===== src/rtl/cpu_pkg.sv =====
// cpu_pkg: opcodes, PCSrc encodings, IR field positions and fetch FSM states
package cpu_pkg;
  localparam logic [5:0] OP_NOOP = 6'b000000;
  localparam logic [5:0] OP_JUMP = 6'b000001;
  localparam logic [5:0] OP_BEQ  = 6'b100000;
  localparam logic [5:0] OP_BNE  = 6'b100001;
  localparam logic [3:0] OP_RTYPE_PFX = 4'b0100;
  localparam logic [1:0] OP_ITYPE_PFX = 2'b11;
  localparam int OP_HI  = 31;
  localparam int OP_LO  = 26;
  localparam int RS_HI  = 25;
  localparam int RS_LO  = 21;
  localparam int RT_HI  = 20;
  localparam int RT_LO  = 16;
  localparam int RD_HI  = 15;
  localparam int RD_LO  = 11;
  localparam int IMM_HI = 15;
  localparam int IMM_LO = 0;
  typedef enum logic [1:0] {
    PCSRC_ALU    = 2'b00,
    PCSRC_ALUOUT = 2'b01,
    PCSRC_JUMP   = 2'b10,
    PCSRC_HOLD   = 2'b11
  } pcsrc_e;
  typedef enum logic {S_IDLE, S_WAIT} fetch_state_e;
  function automatic logic is_rtype(input logic [5:0] op);
    return op[5:2] == OP_RTYPE_PFX;
  endfunction
  function automatic logic is_itype(input logic [5:0] op);
    return op[5:4] == OP_ITYPE_PFX;
  endfunction
endpackage


===== src/rtl/next_pc_sel.sv =====
// next_pc_sel: PCSrc mux and branch-condition evaluation producing next_pc and pc_we
module next_pc_sel
  import cpu_pkg::*;
#(
  parameter int PC_W = 16
) (
  input  logic [PC_W-1:0] i_pc,
  input  logic [PC_W-1:0] i_alu_result,
  input  logic [PC_W-1:0] i_alu_out,
  input  logic [PC_W-1:0] i_jump_tgt,
  input  logic [1:0]      i_pc_src,
  input  logic            i_pc_write,
  input  logic            i_pc_write_cond,
  input  logic            i_beq,
  input  logic            i_alu_zero,
  output logic [PC_W-1:0] o_next_pc,
  output logic            o_pc_we
);
  // Select next PC; a conditional write fires on zero for BEQ, non-zero for BNE
  always_comb begin
    o_next_pc = (i_pc_src == PCSRC_ALU)    ? i_alu_result :
                (i_pc_src == PCSRC_ALUOUT) ? i_alu_out    :
                (i_pc_src == PCSRC_JUMP)   ? i_jump_tgt   : i_pc;
    o_pc_we   = i_pc_write | (i_pc_write_cond & (i_beq ? i_alu_zero : ~i_alu_zero));
  end
endmodule


===== src/rtl/fetch_unit.sv =====
// fetch_unit: PC/IR stage with valid/request instruction fetch; FETCH_TIMEOUT_EN adds a fetch watchdog
module fetch_unit
  import cpu_pkg::*;
#(
  parameter int              PC_W     = 16,
  parameter logic [PC_W-1:0] RESET_PC = '0,
  parameter int              TIMEOUT  = 15
) (
  input  logic            clock,
  input  logic            reset,
  input  logic            PCWrite_ctrl,
  input  logic            PCWriteCond_ctrl,
  input  logic            BEQ_ctrl,
  input  logic [1:0]      PCSrc_ctrl,
  input  logic            IRWrite_ctrl,
  input  logic [PC_W-1:0] alu_result,
  input  logic [PC_W-1:0] alu_out,
  input  logic            alu_zero,
  output logic [PC_W-1:0] imem_addr,
  output logic            imem_req,
  input  logic [31:0]     imem_rdata,
  input  logic            imem_valid,
  output logic [PC_W-1:0] pc,
  output logic [31:0]     ir,
  output logic [5:0]      opcode,
  output logic [4:0]      rs,
  output logic [4:0]      rt,
  output logic [4:0]      rd,
  output logic [15:0]     imm,
  output logic            stall,
  output logic            fetch_err
);
  fetch_state_e    r_state, w_state_nxt;
  logic [PC_W-1:0] r_pc;
  logic [31:0]     r_ir;
  logic [PC_W-1:0] w_next_pc;
  logic            w_pc_we;
  logic            w_done;
  logic            w_timeout;
  logic            w_pc_upd;

  next_pc_sel #(.PC_W(PC_W)) u_next_pc_sel (
    .i_pc            (r_pc),
    .i_alu_result    (alu_result),
    .i_alu_out       (alu_out),
    .i_jump_tgt      (PC_W'(r_ir)),
    .i_pc_src        (PCSrc_ctrl),
    .i_pc_write      (PCWrite_ctrl),
    .i_pc_write_cond (PCWriteCond_ctrl),
    .i_beq           (BEQ_ctrl),
    .i_alu_zero      (alu_zero),
    .o_next_pc       (w_next_pc),
    .o_pc_we         (w_pc_we)
  );

  // Request is live while waiting or when a fetch is asked for; PC writes are deferred to IR latch
  always_comb begin
    imem_req    = (r_state == S_WAIT) | IRWrite_ctrl;
    w_done      = imem_req & (imem_valid | w_timeout);
    w_state_nxt = (imem_req & ~w_done) ? S_WAIT : S_IDLE;
    stall       = imem_req & ~w_done;
    w_pc_upd    = w_pc_we & (w_done | ~imem_req);
  end

  // State, PC and IR registers; reset discards any outstanding fetch
  always_ff @(posedge clock) begin
    if (!reset) begin
      r_state <= S_IDLE;
      r_pc    <= RESET_PC;
      r_ir    <= '0;
    end else begin
      r_state <= w_state_nxt;
      if (w_pc_upd) r_pc <= w_next_pc;
      if (w_done) r_ir <= imem_valid ? imem_rdata : '0;
    end
  end

`ifdef FETCH_TIMEOUT_EN
  localparam int CNT_W = $clog2(TIMEOUT + 1);
  logic [CNT_W-1:0] r_cnt;
  logic             r_err;
  assign w_timeout = (r_state == S_WAIT) & ~imem_valid & (r_cnt == CNT_W'(TIMEOUT - 1));
  assign fetch_err = r_err;
  // Watchdog counts WAIT cycles; a timeout completes the fetch as a NOOP and sets a sticky error
  always_ff @(posedge clock) begin
    if (!reset) begin
      r_cnt <= '0;
      r_err <= 1'b0;
    end else begin
      r_cnt <= (r_state == S_WAIT && !w_done) ? r_cnt + 1'b1 : '0;
      r_err <= r_err | w_timeout;
    end
  end
`else
  assign w_timeout = 1'b0;
  assign fetch_err = 1'b0;
`endif

  assign imem_addr = r_pc;
  assign pc        = r_pc;
  assign ir        = r_ir;
  assign opcode    = r_ir[OP_HI:OP_LO];
  assign rs        = r_ir[RS_HI:RS_LO];
  assign rt        = r_ir[RT_HI:RT_LO];
  assign rd        = r_ir[RD_HI:RD_LO];
  assign imm       = r_ir[IMM_HI:IMM_LO];
endmodule


===== config.mk =====
export PLATFORM = sky130hd
export DESIGN_NAME = fetch_unit
export DESIGN_NICKNAME = d
export VERILOG_FILES = /design/src/rtl/cpu_pkg.sv /design/src/rtl/next_pc_sel.sv /design/src/rtl/fetch_unit.sv
export SDC_FILE = /design/constraint.sdc
export NUM_CORES = 1
export LEC_CHECK = 0
export BUFFER_PORTS_ARGS = -buffer_cell sky130_fd_sc_hd__buf_2
export CAP_MARGIN = 20
export CELL_PAD_IN_SITES_DETAIL_PLACEMENT = 1
export CELL_PAD_IN_SITES_GLOBAL_PLACEMENT = 1
export CORE_AREA = 3 3 101 103
export CTS_CLUSTER_DIAMETER = 50
export CTS_CLUSTER_SIZE = 8
export DETAILED_ROUTE_END_ITERATION = 7
export DIE_AREA = 0 0 104 106
export PLACE_DENSITY = 0.76
export SYNTH_ARGS = -nofsm -noshare
export SYNTH_HDL_FRONTEND = slang
export SYNTH_HIERARCHICAL = 1
export SYNTH_SLANG_ARGS = --single-unit

===== constraint.sdc =====
create_clock -name clock -period 1.4 [get_ports clock]
set_clock_uncertainty 0.05 [all_clocks]
set_input_delay 0.14 -clock clock [delete_from_list [all_inputs] [get_ports clock]]
set_output_delay 0.14 -clock clock [all_outputs]
set_load 0.03 [all_outputs]

# Word-level counts from Yosys, hierarchy flattened
# Index checks and enable logic that the tools add are counted.
# word_totals
word_cells	24
in_bits	74
output_inout_bits	104
regBits	49
# op_classes
bitwise_logic	10
eq_ne	2
muxes	6
n_reduce_logical	3
# ops
operator	n
16-bit 2-to-1 mux	3
32-bit 2-to-1 mux	1
1-bit bitwise AND	4
1-bit inverter	3
1-bit bitwise OR	3
3-bit nonzero test	1
2-bit by 1-bit equality test with 1-bit output (second input constant)	1
2-bit equality test (second input constant)	1
2-bit zero test	1
1-bit 2-to-1 mux	2
2-bit AND reduction	1

# Longest topological paths before layout
# Gate-level depths: netlist of run 1.
# logic_depth
depth_word	6
ltp_mapped	6
depth_no_buf	4

# Cells and area by module
# The synthesis of run 1 kept the hierarchy.
# modules_own_cells
mod	cells_each	n_inst	area_each_um2	seq_area_each_um2
fetch_unit	270	1	2264.7	980.9
next_pc_sel	22	1	440.4	0.0

# Least setup slack after synthesis of run 1
# Ideal clock, no wire load.
# synth_timing
kind	register to register
startpoint	register r_ir[14] (netlist: ir[14])
endpoint	register r_pc[14] (netlist: imem_addr[14])
setup_slack_ps	185
synth_period_minus_slack_ps	1215
stages_incl_launch_ff	4
arrival_ps	1045
required_ps	1230
setup_time_ps	120
path_buffers	0
path_cell_list	dfxtp_1 mux4_1 nand2_1 mux2i_1
# synth_via
elab_chain_cells	3
# synth_lines
element	line_no	rtl
start: declaration	fetch_unit.sv:35	logic [31:0] r_ir;
start signal: assignment	fetch_unit.sv:74	if (w_done) r_ir <= imem_valid ? imem_rdata : '0;
16-bit 2-to-1 mux	next_pc_sel.sv:23	(i_pc_src == PCSRC_JUMP) ? i_jump_tgt : i_pc;
16-bit 2-to-1 mux	next_pc_sel.sv:22	(i_pc_src == PCSRC_ALUOUT) ? i_alu_out :
16-bit 2-to-1 mux	next_pc_sel.sv:21	o_next_pc = (i_pc_src == PCSRC_ALU) ? i_alu_result :
net w_next_pc[14]	fetch_unit.sv:36	logic [PC_W-1:0] w_next_pc;
end signal: assignment	fetch_unit.sv:73	if (w_pc_upd) r_pc <= w_next_pc;
end: declaration	fetch_unit.sv:34	logic [PC_W-1:0] r_pc;
# The timed path passes the listed nets, and every way through them passes these cells. The select of a mux whose other input is x is not followed.
# A chain may end at the register's enable or synchronous reset.

# Final worst setup path of run 1
# layout_timing
startpoint	register r_state
endpoint	output stall
# layout_via
elab_chain_cells	4
# layout_lines
element	line_no	rtl
start: declaration	fetch_unit.sv:33	fetch_state_e r_state, w_state_nxt;
start signal: assignment	fetch_unit.sv:72	r_state <= w_state_nxt;
1-bit bitwise OR *	fetch_unit.sv:58	imem_req = (r_state == S_WAIT) | IRWrite_ctrl;
1-bit bitwise AND	fetch_unit.sv:59	w_done = imem_req & (imem_valid | w_timeout);
1-bit inverter	fetch_unit.sv:61	stall = imem_req & ~w_done;
1-bit bitwise AND *	fetch_unit.sv:61	
end: declaration	fetch_unit.sv:30	output logic stall,
# Mark *: on every way between the ends. The rest lies on a longest branch, timed or not.

==> qor.yml, run 1 <==
global_routing:
  grt_pass1_vias: 2444
  antenna_found_initial: 0
  overflow: 0
  gr-usage-all-layers_pct: 14.7
  grt_pass1_wl_um: 13300
  grt_max_degree: 66
logic_synthesis:
  syn_area_sq_um: 2710
  ys_seq_elements: 49
  syn_nets: 366
  seq_area_frac_synth_pct: 36.3
  synth_cell_type_count: 20
  yosysTopAreaCellShare_pct: 36.3
  yosysMostFrequentCell: "nand2_1"
  synthCells: 292
  synthXorXnorAreaFrac_pct: 0.324
  synth-async-reset-ratio_pct: 0
  yosys.area_share.simple_pct: 13.8
  synth_top_family_by_area: "multiplexers"
  ys_warn_count: 6
  synth.area.mux_share_pct: 20.1
  synth_edf_count: 0
  synth_area_leaders: "dfxtp_1, buf_4, nand2_1"
  synth_common_cells: "nand2_1, buf_4, dfxtp_1"
  synth_area_per_cell_sq_um: 9.26
  synth_compound_area_share_pct: 9.90
  synth_ff_type: "dfxtp_1"
  yosys.area_share.adder_pct: 0
  synth_top_cell_by_area: "dfxtp_1"
route:
  routedWlPerCell_um: 15.7
  drcViolationCount: 0
  dr.max_layer_used: "met4"
  met1Wirelength_um: 3400
  via_per_inst: 4.44
  wl_met2_um: 4490
  firstDrtPassIters: 4
  dr_total_vias: 2398
  wl_um: 8470
  wl_met3_um: 477
  drtIter0Drc: 43
  final_antenna_net_count: 0
finish:
  syn2layout_area_growth_pct: 26.4
  n_antenna_cell: 0
  final_core_util_pct: 36.8
  nNetsFinal: 484
  fin_area_sq_um: 3420
  finalNonFillerCells: 540
  layout-drive-gt1-share_pct: 48.7
worst_hold_path:
  min_from: "imem_rdata[3]"
  hold_path_class: "in -> reg"
  holdPathStages: 3
  holdPathEnd: "ir[3]$_SDFFE_PN0P_"
floorplan:
  die_h_um: 106
  initial_core_util_pct: 29.1
  dieArea_sq_um: 11000
  die_w_um: 104
  ios: 178
  core-area_sq_um: 9280
  num_rows: 35
clock_tree:
  cts_tree: "yes"
  htreeDepth: 2
  cts_buffers: 5
  cts.sinks: 49
  clk_pin_slew_worst_paths_ns: 0.09
  post_cts_resized: 0
  clk_path_buf_depth: 2
  cts_root_buffer: "clkbuf_8"
  cts.hold.buffers_added: 0
  post_cts_buffers: 0
  clk_latency_ns: 0.29
status:
  status: "completed"
critical_path:
  crit_path_end_kind: "primary output"
  setup.worst_path.start_class: "flop"
  r2r_slack_ns: 0.16
  regToRegStartpoint: "r_state$_SDFF_PN0_"
  r2r_end: "imem_addr[6]$_SDFFE_PN0P_"
  critPathMaxFanout: 3
  rr_worst_depth: 4
  cp.arrival_ns: 1.09
  crit_required_ns: 1.21
  crit_type: "reg -> out"
place:
  postPlaceCellArea_sq_um: 3340
  portBuffers: 176
  hpwl_um: 6590
  dp_slack_ns: 0.0845
  dp.cells: 532
  gp_congestion: 0.692
sta:
  fin_crit_ns: 1.28
  hold_violations: 0
  max_clock_freq_ghz: 0.779
  rsz0062_at_grt: "no"
  finalCritPeriodShare_pct: 91.7
  fin_ws_ns: 0.116
  tns_ns: 0
  drv_slew: 0
  setup_violations: 0
job:
  cap_violations: 0
pwr:
  vdd_drop_max_mv: 0.359
  p_leak_nw: 1.78
  power_density_nw_per_um2: 978
## cells in the final DEF (no fill, tap or decap), drive strengths merged
cell type	count
buf	184
nand2	96
dfxtp	49
a21boi	32
mux2i	16
mux4	16
clkbuf	8
nor2	2
o21a	2
inv	1
o21ai	1
and2	1
conb	1
xnor2	1
a21o	1
## power by group
group | internal (W) | leakage [nW] | total, W | switching [W]
combinational | 0.000368 | 1.33 | 0.000991 | 0.000623
clock | 0.000356 | 0.0395 | 0.000806 | 0.000449
sequential | 0.00147 | 0.401 | 0.00155 | 0.0000732
## cell families (layout without fill, tap and decap cells)
group / after synthesis / in the layout
XOR/XNOR: 1 / 1
other: 1 / 1
flip-flops: 49 / 49
buffers and inverters: 74 / 193
multiplexers: 32 / 32
AND/OR/NAND/NOR: 99 / 99
AO/OA/AOI/OAI: 36 / 36
## critical path: stages, from the launching register on
cell and delay (ns):
dfxtp_1 0.38, nor2_1 0.09, nor2_1 0.12, buf_2 0.22
## worst max path at each step
stage / start / slack (ns) / depth (start not counted) / endpoint
4_1_cts: r_state$_SDFF_PN0_ / 0.09 / 3 / stall
5_1_grt: r_state$_SDFF_PN0_ / 0.03 / 3 / stall
2_1_floorplan: ir[14]$_SDFFE_PN0P_ / 0.19 / 3 / imem_addr[14]$_SDFFE_PN0P_
6_report: r_state$_SDFF_PN0_ / 0.12 / 3 / stall
3_5_place_dp: PCSrc_ctrl[0] / 0.08 / 5 / imem_addr[3]$_SDFFE_PN0P_
3_3_place_gp: PCSrc_ctrl[0] / 0.12 / 5 / imem_addr[14]$_SDFFE_PN0P_
## state kept, by name, summed over array words and instances (netlist names)
signal and count:
imem_addr 16, ir 32, r_state 1
## final cells by class
type | instances | area [sq um]
fillers | 1173 | 5870
inverters | 1 | 3.75
repair buffers | 184 | 991
multi-input cells | 169 | 1200
flip-flops and latches | 49 | 981
clock buffers | 8 | 80.1
well taps | 129 | 161
## metal layers
layer / vias to the layer above / track usage, %
met2: 82 / 27.8
met1: 1158 / 16.4
met5: - / 0
met4: 0 / 3.99
met3: 8 / 3.76
li1: 1150 / -
## stage by stage
step | total power, W | hold slack [ns]
3_3_place_gp | 0.00256 | 0.330
2_1_floorplan | 0.00233 | 0.225
5_1_grt | 0.00353 | 0.00936
4_1_cts | 0.00341 | 0.0113
3_5_place_dp | 0.00259 | 0.339
6_report | 0.00334 | 0.0233
No activity file was read; power rests on OpenSTA's default activity.
==> inputs of run 2 (changes only) <==
==> constraint.sdc (replaced) <==
create_clock -name clock -period 1.4 [get_ports clock]
set_clock_uncertainty 0.05 [all_clocks]
set_input_delay 0.28 -clock clock [delete_from_list [all_inputs] [get_ports clock]]
set_output_delay 0.28 -clock clock [all_outputs]
set_load 0.03 [all_outputs]
==> qor.yml, run 2 (same netlist as run 1, synthesis figures left out) <==
finish:
  multiInputGateArea_sq_um: 1210  # was 1200 sq um
  mostFrequentLayoutCells: "buf_2, nand2_1, dfxtp_1"  # unchanged
  fillers: 1172  # was 1173
  largest_reg_flops: 32  # unchanged
  seq_area_sq_um: 983  # was 981 sq um
  finalNonFillerCells: 541  # was 540
  n_antenna_cell: 0  # unchanged
  nNetsFinal: 485  # was 484
  fin_area_sq_um: 3480  # was 3420 sq um
  syn2layout_area_growth_pct: 28.5  # was 26.4%
  layout-drive-gt1-share_pct: 50.2  # was 48.7%
  final_common_cell: "buf_2"  # unchanged
critical_path:
  cp_slowest_stage_delay_ns: 0.46  # was 0.38 ns
  crit_required_ns: 1.07  # was 1.21 ns
  crit_slowest_cell: "dfxtp_1"  # unchanged
  critPathBufInv: 1  # unchanged
  cp.arrival_ns: 1.01  # was 1.09 ns
  startpoint: "ir[12]$_SDFFE_PN0P_"  # was r_state$_SDFF_PN0_
  regToRegStartpoint: "r_state$_SDFF_PN0_"  # unchanged
  critPathMaxFanout: 5  # was 3
  rr_worst_depth: 4  # unchanged
  crit_chain: "buf_2"  # was nor2_1, nor2_1, buf_2
  cp_top_family: "flip-flops"  # unchanged
  cp.depth: 1  # was 3
  r2r_slack_ns: 0.21  # was 0.16 ns
  setup.worst_path.start_class: "flop"  # unchanged
  crit_path_end_kind: "primary output"  # unchanged
  crit_type: "reg -> out"  # unchanged
clock_tree:
  cts.hold.buffers_added: 0  # unchanged
  clk_path_buf_depth: 2  # unchanged
  clk_pin_slew_worst_paths_ns: 0.10  # was 0.09 ns
  cts_root_buffer: "clkbuf_8"  # unchanged
  cts.sinks: 49  # unchanged
  clk_latency_ns: 0.30  # was 0.29 ns
  cts_tree: "yes"  # unchanged
  htreeDepth: 2  # unchanged
  cts_buffers: 5  # unchanged
sta:
  finalCritPeriodShare_pct: 95.7  # was 91.7%
  fin_crit_ns: 1.34  # was 1.28 ns
  rsz0062_at_grt: "no"  # unchanged
  max_clock_freq_ghz: 0.747  # was 0.779 GHz
  setup_violations: 0  # unchanged
  fin_ws_ns: 0.0604  # was 0.116 ns
  drv_slew: 0  # unchanged
  whs_ns: 0.155  # was 0.0233 ns
  hold_violations: 0  # unchanged
global_routing:
  grt_max_degree: 66  # unchanged
  gr-usage-all-layers_pct: 14.8  # was 14.7%
  grt_pass1_wl_um: 13300  # unchanged
  overflow: 0  # unchanged
  antenna_found_initial: 0  # unchanged
  grt_pass1_vias: 2553  # was 2444
floorplan:
  initial_core_util_pct: 29.1  # unchanged
  ios: 178  # unchanged
  die_w_um: 104  # unchanged
  die_h_um: 106  # unchanged
  num_rows: 35  # unchanged
  core-area_sq_um: 9280  # unchanged
  dieArea_sq_um: 11000  # unchanged
route:
  drcViolationCount: 0  # unchanged
  wl_um: 8550  # was 8470 um
  final_antenna_net_count: 0  # unchanged
  firstDrtPassIters: 4  # unchanged
  dr_total_vias: 2412  # was 2398
  drtIter0Drc: 39  # was 43
  routedWlPerCell_um: 15.8  # was 15.7 um
  via_per_inst: 4.46  # was 4.44
place:
  dp_slack_ns: -0.0746  # was 0.0845 ns
  dp.cells: 533  # was 532
  portBuffers: 176  # unchanged
  gp_congestion: 0.684  # was 0.692
  postPlaceCellArea_sq_um: 3350  # was 3340 sq um
  hpwl_um: 6650  # was 6590 um
pwr:
  vdd_drop_max_mv: 0.356  # was 0.359 mV
  power_density_nw_per_um2: 1040  # was 978 nW/um^2
  p_leak_nw: 1.80  # was 1.78 nW
worst_hold_path:
  hold_path_class: "in -> reg"  # unchanged
  holdPathStages: 3  # unchanged
  min_from: "imem_rdata[26]"  # was imem_rdata[3]
status:
  status: "completed"  # unchanged
job:
  cap_violations: 0  # unchanged
-- run 2: cell count changes in the layout (fill, tap and decap cells not counted), moves of 2 or more --
cell      change
buf_4         +2
clkbuf_1      -2
dfxtp_1       -2
dfxtp_2       +2
nor2_1        -2
-- run 2: worst paths after layout --
check / to
max: imm[12]
min: ir[26]$_SDFFE_PN0P_
max reg2reg: imem_addr[3]$_SDFFE_PN0P_
min reg2reg: ir[17]$_SDFFE_PN0P_
-- run 2: metrics by stage --
| step | utilization (%) | setup TNS [ns] | total power (W) |
|---|---|---|---|
| 2_1_floorplan | - | 0 | 0.00233 |
| 3_3_place_gp | 36.0 | -0.0494 | 0.00256 |
| 3_5_place_dp | 36.0 | -0.242 | 0.00259 |
| 4_1_cts | 37.4 | 0 | 0.00369 |
| 5_1_grt | 37.5 | 0 | 0.00381 |
| 6_report | 37.5 | 0 | 0.00363 |
-- run 2: routing by layer --
metal  up-vias  global-route usage [%]  wire [um]
met3         8                    3.34        461
met2        92                    29.5       4760
met4         0                    4.46        115
li1       1149                       -          -
met5         -                       0          0
met1      1163                    15.2       3210
-- run 2: cell type report --
class	count	share of cell area, %
Timing Repair Buffer	185	28.8
Clock inverter	1	0.864
Inverter	1	0.108
Sequential cell	49	28.3
Clock buffer	7	2.48
Tap cell	129	4.64
Multi-Input combinational cell	169	34.8
-- run 2: power breakdown --
group          switching (W)  internal, W
Clock               0.000495     0.000584
Combinational       0.000625     0.000371
Sequential         0.0000755      0.00148
-- run 2: repair_timing --
| item | in CTS | in global routing |
|---|---|---|
| resized for setup | 3 | 3 |
| endpoints found under the setup margin | 1 | 5 |
| setup buffers | 0 | 0 |
==> inputs of run 3 (changes only) <==
--- a/config.mk
+++ b/config.mk
@@ -14,7 +14,7 @@
 export CTS_CLUSTER_SIZE = 8
 export DETAILED_ROUTE_END_ITERATION = 7
 export DIE_AREA = 0 0 104 106
-export PLACE_DENSITY = 0.76
+export PLACE_DENSITY_LB_ADDON = 0.1
 export SYNTH_ARGS = -nofsm -noshare
 export SYNTH_HDL_FRONTEND = slang
 export SYNTH_HIERARCHICAL = 1
==> qor.yml, run 3 (same netlist as run 1, synthesis figures left out) <==
clock_tree:
  htreeDepth: 2  # unchanged
  cts.sinks: 49  # unchanged
  cts_root_buffer: "clkbuf_8"  # unchanged
  cts.hold.buffers_added: 0  # unchanged
  clk_latency_ns: 0.29  # was 0.30 ns
  clk_path_buf_depth: 2  # unchanged
  clk_pin_slew_worst_paths_ns: 0.09  # was 0.10 ns
  cts_buffers: 5  # unchanged
  cts_tree: "yes"  # unchanged
critical_path:
  cp.arrival_ns: 0.99  # was 1.01 ns
  rr_worst_depth: 6  # was 4
  crit_chain: "nor2_4, inv_1, buf_4"  # was buf_2
  r2r_slack_ns: 0.12  # was 0.21 ns
  critPathMaxFanout: 3  # was 5
  regToRegStartpoint: "r_state$_SDFF_PN0_"  # unchanged
  r2r_end: "ir[30]$_SDFFE_PN0P_"  # was imem_addr[3]$_SDFFE_PN0P_
  crit_slowest_cell: "dfxtp_2"  # was dfxtp_1
  setup.worst_path.start_class: "flop"  # unchanged
  crit_type: "reg -> out"  # unchanged
  crit_required_ns: 1.07  # about the same
  crit_path_end_kind: "primary output"  # unchanged
  cp_slowest_stage_delay_ns: 0.34  # was 0.46 ns
sta:
  finalCritPeriodShare_pct: 94.6  # was 95.7%
  max_clock_freq_ghz: 0.755  # was 0.747 GHz
  hold_violations: 0  # unchanged
  whs_ns: 0.157  # was 0.155 ns
  rsz0062_at_grt: "no"  # unchanged
  drv_slew: 0  # unchanged
  fin_crit_ns: 1.32  # was 1.34 ns
  setup_violations: 0  # unchanged
finish:
  final_common_cell: "buf_2"  # unchanged
  n_antenna_cell: 0  # unchanged
  layout-drive-gt1-share_pct: 50.7  # was 50.2%
  largest_reg_flops: 32  # unchanged
  syn2layout_area_growth_pct: 31.1  # was 28.5%
  final_core_util_pct: 38.2  # was 37.5%
  nNetsFinal: 489  # was 485
  mostFrequentLayoutCells: "buf_2, nand2_1, dfxtp_1"  # unchanged
global_routing:
  gr-usage-all-layers_pct: 14.0  # was 14.8%
  grt_pass1_wl_um: 12300  # was 13300 um
  overflow: 0  # unchanged
  grt_max_degree: 66  # unchanged
  grt_pass1_vias: 2298  # was 2553
  antenna_found_initial: 0  # unchanged
route:
  routedWlPerCell_um: 14.8  # was 15.8 um
  wl_um: 8090  # was 8550 um
  drtIter0Drc: 43  # was 39
  drcViolationCount: 0  # unchanged
  firstDrtPassIters: 4  # unchanged
  via_per_inst: 4.36  # was 4.46
  final_antenna_net_count: 0  # unchanged
  dr_total_vias: 2378  # was 2412
floorplan:
  ios: 178  # unchanged
  die_w_um: 104  # unchanged
  core-area_sq_um: 9280  # unchanged
  initial_core_util_pct: 29.1  # unchanged
  die_h_um: 106  # unchanged
  num_rows: 35  # unchanged
  dieArea_sq_um: 11000  # unchanged
worst_hold_path:
  hold_path_class: "in -> reg"  # unchanged
  min_from: "imem_rdata[19]"  # was imem_rdata[26]
  holdPathEnd: "ir[19]$_SDFFE_PN0P_"  # was ir[26]$_SDFFE_PN0P_
  holdPathStages: 3  # unchanged
pwr:
  power_density_nw_per_um2: 984  # was 1040 nW/um^2
  p_leak_nw: 1.84  # was 1.80 nW
  vdd_drop_max_mv: 0.380  # was 0.356 mV
place:
  hpwl_um: 6050  # was 6650 um
  gp_congestion: 0.715  # was 0.684
  portBuffers: 176  # unchanged
status:
  status: "completed"  # unchanged
job:
  cap_violations: 0  # unchanged
## run 3: cell count changes in the layout (fill, tap and decap cells not counted)
cell,delta
o21ai_2,-1
nor2_2,-1
nor2_4,+1
o21ai_4,+1
dfxtp_2,-1
buf_12,+3
buf_6,+1
bufinv_16,-1
buf_4,+1
clkbuf_1,-1
dfxtp_1,+1
clkinv_2,+1
clkbuf_8,+1
buf_2,-1
## run 3: how the worst max path moves through the flow
stage                       start                    endpoint  slack [ns]  cells after the start
6_report       r_state$_SDFF_PN0_                    imem_req        0.08                      3
3_5_place_dp        PCSrc_ctrl[0]   imem_addr[8]$_SDFFE_PN0P_       -0.03                      5
3_3_place_gp        PCSrc_ctrl[0]   imem_addr[0]$_SDFFE_PN0P_      0.0006                      5
5_1_grt        r_state$_SDFF_PN0_                    imem_req        0.02                      3
4_1_cts        r_state$_SDFF_PN0_                       stall      -0.004                      4
2_1_floorplan       PCSrc_ctrl[0]  imem_addr[12]$_SDFFE_PN0P_         0.1                      5
## run 3: critical path: cells and delay by family (launching register included)
family | cells | cell delay, ns
buffers and inverters | 2 | 0.23
and+or+nand+nor | 1 | 0.13
DFF | 1 | 0.34
## run 3: final cells by class
cell class                      instances  area, sq um
Clock buffer                            7         96.3
Clock inverter                          1         5.00
Fill cell                            1138         5740
Inverter                                1         3.75
Multi-Input combinational cell        169         1220
Sequential cell                        49          982
Tap cell                              129          161
Timing Repair Buffer                  189         1070
## run 3: where the power goes
part	switching [W]	internal [W]	total, W
combinational	0.000625	0.000395	0.00102
clock	0.000476	0.000448	0.000924
sequential	0.0000711	0.00147	0.00155
## run 3: what timing repair did
| action | 4_1_cts | 5_1_grt |
|---|---|---|
| resized for setup | 8 | 0 |
| setup buffers | 1 | 1 |
| setup endpoints to repair | 2 | 2 |
| pin swaps | 0 | 1 |
## run 3: stage by stage
| stage | total power, W | area (sq um) | setup TNS (ns) | worst slack (ns) | std cells |
|---|---|---|---|---|---|
| after global placement | 0.00259 | 3410 | 0 | 0.000554 | 536 |
| final | 0.00349 | 3550 | 0 | 0.0754 | 545 |
| after CTS | 0.00357 | 3550 | -0.00416 | -0.00416 | 545 |
| after global routing | 0.00368 | 3550 | 0 | 0.0243 | 545 |
| after floorplan | 0.00233 | 2710 | 0 | 0.0952 | 292 |
| after detailed placement | 0.00261 | 3410 | -0.251 | -0.0279 | 536 |
## run 3: routing by layer
| layer | up-vias | wire length (um) | track usage [%] | part of all wire [%] |
|---|---|---|---|---|
| met2 | 89 | 4120 | 24.8 | 51 |
| met3 | 4 | 540 | 4.13 | 6.7 |
| met4 | 0 | 57 | 3.13 | 0.70 |
| met1 | 1128 | 3380 | 16.7 | 42 |
| li1 | 1157 | - | - | - |
| met5 | - | 0 | 0 | 0 |
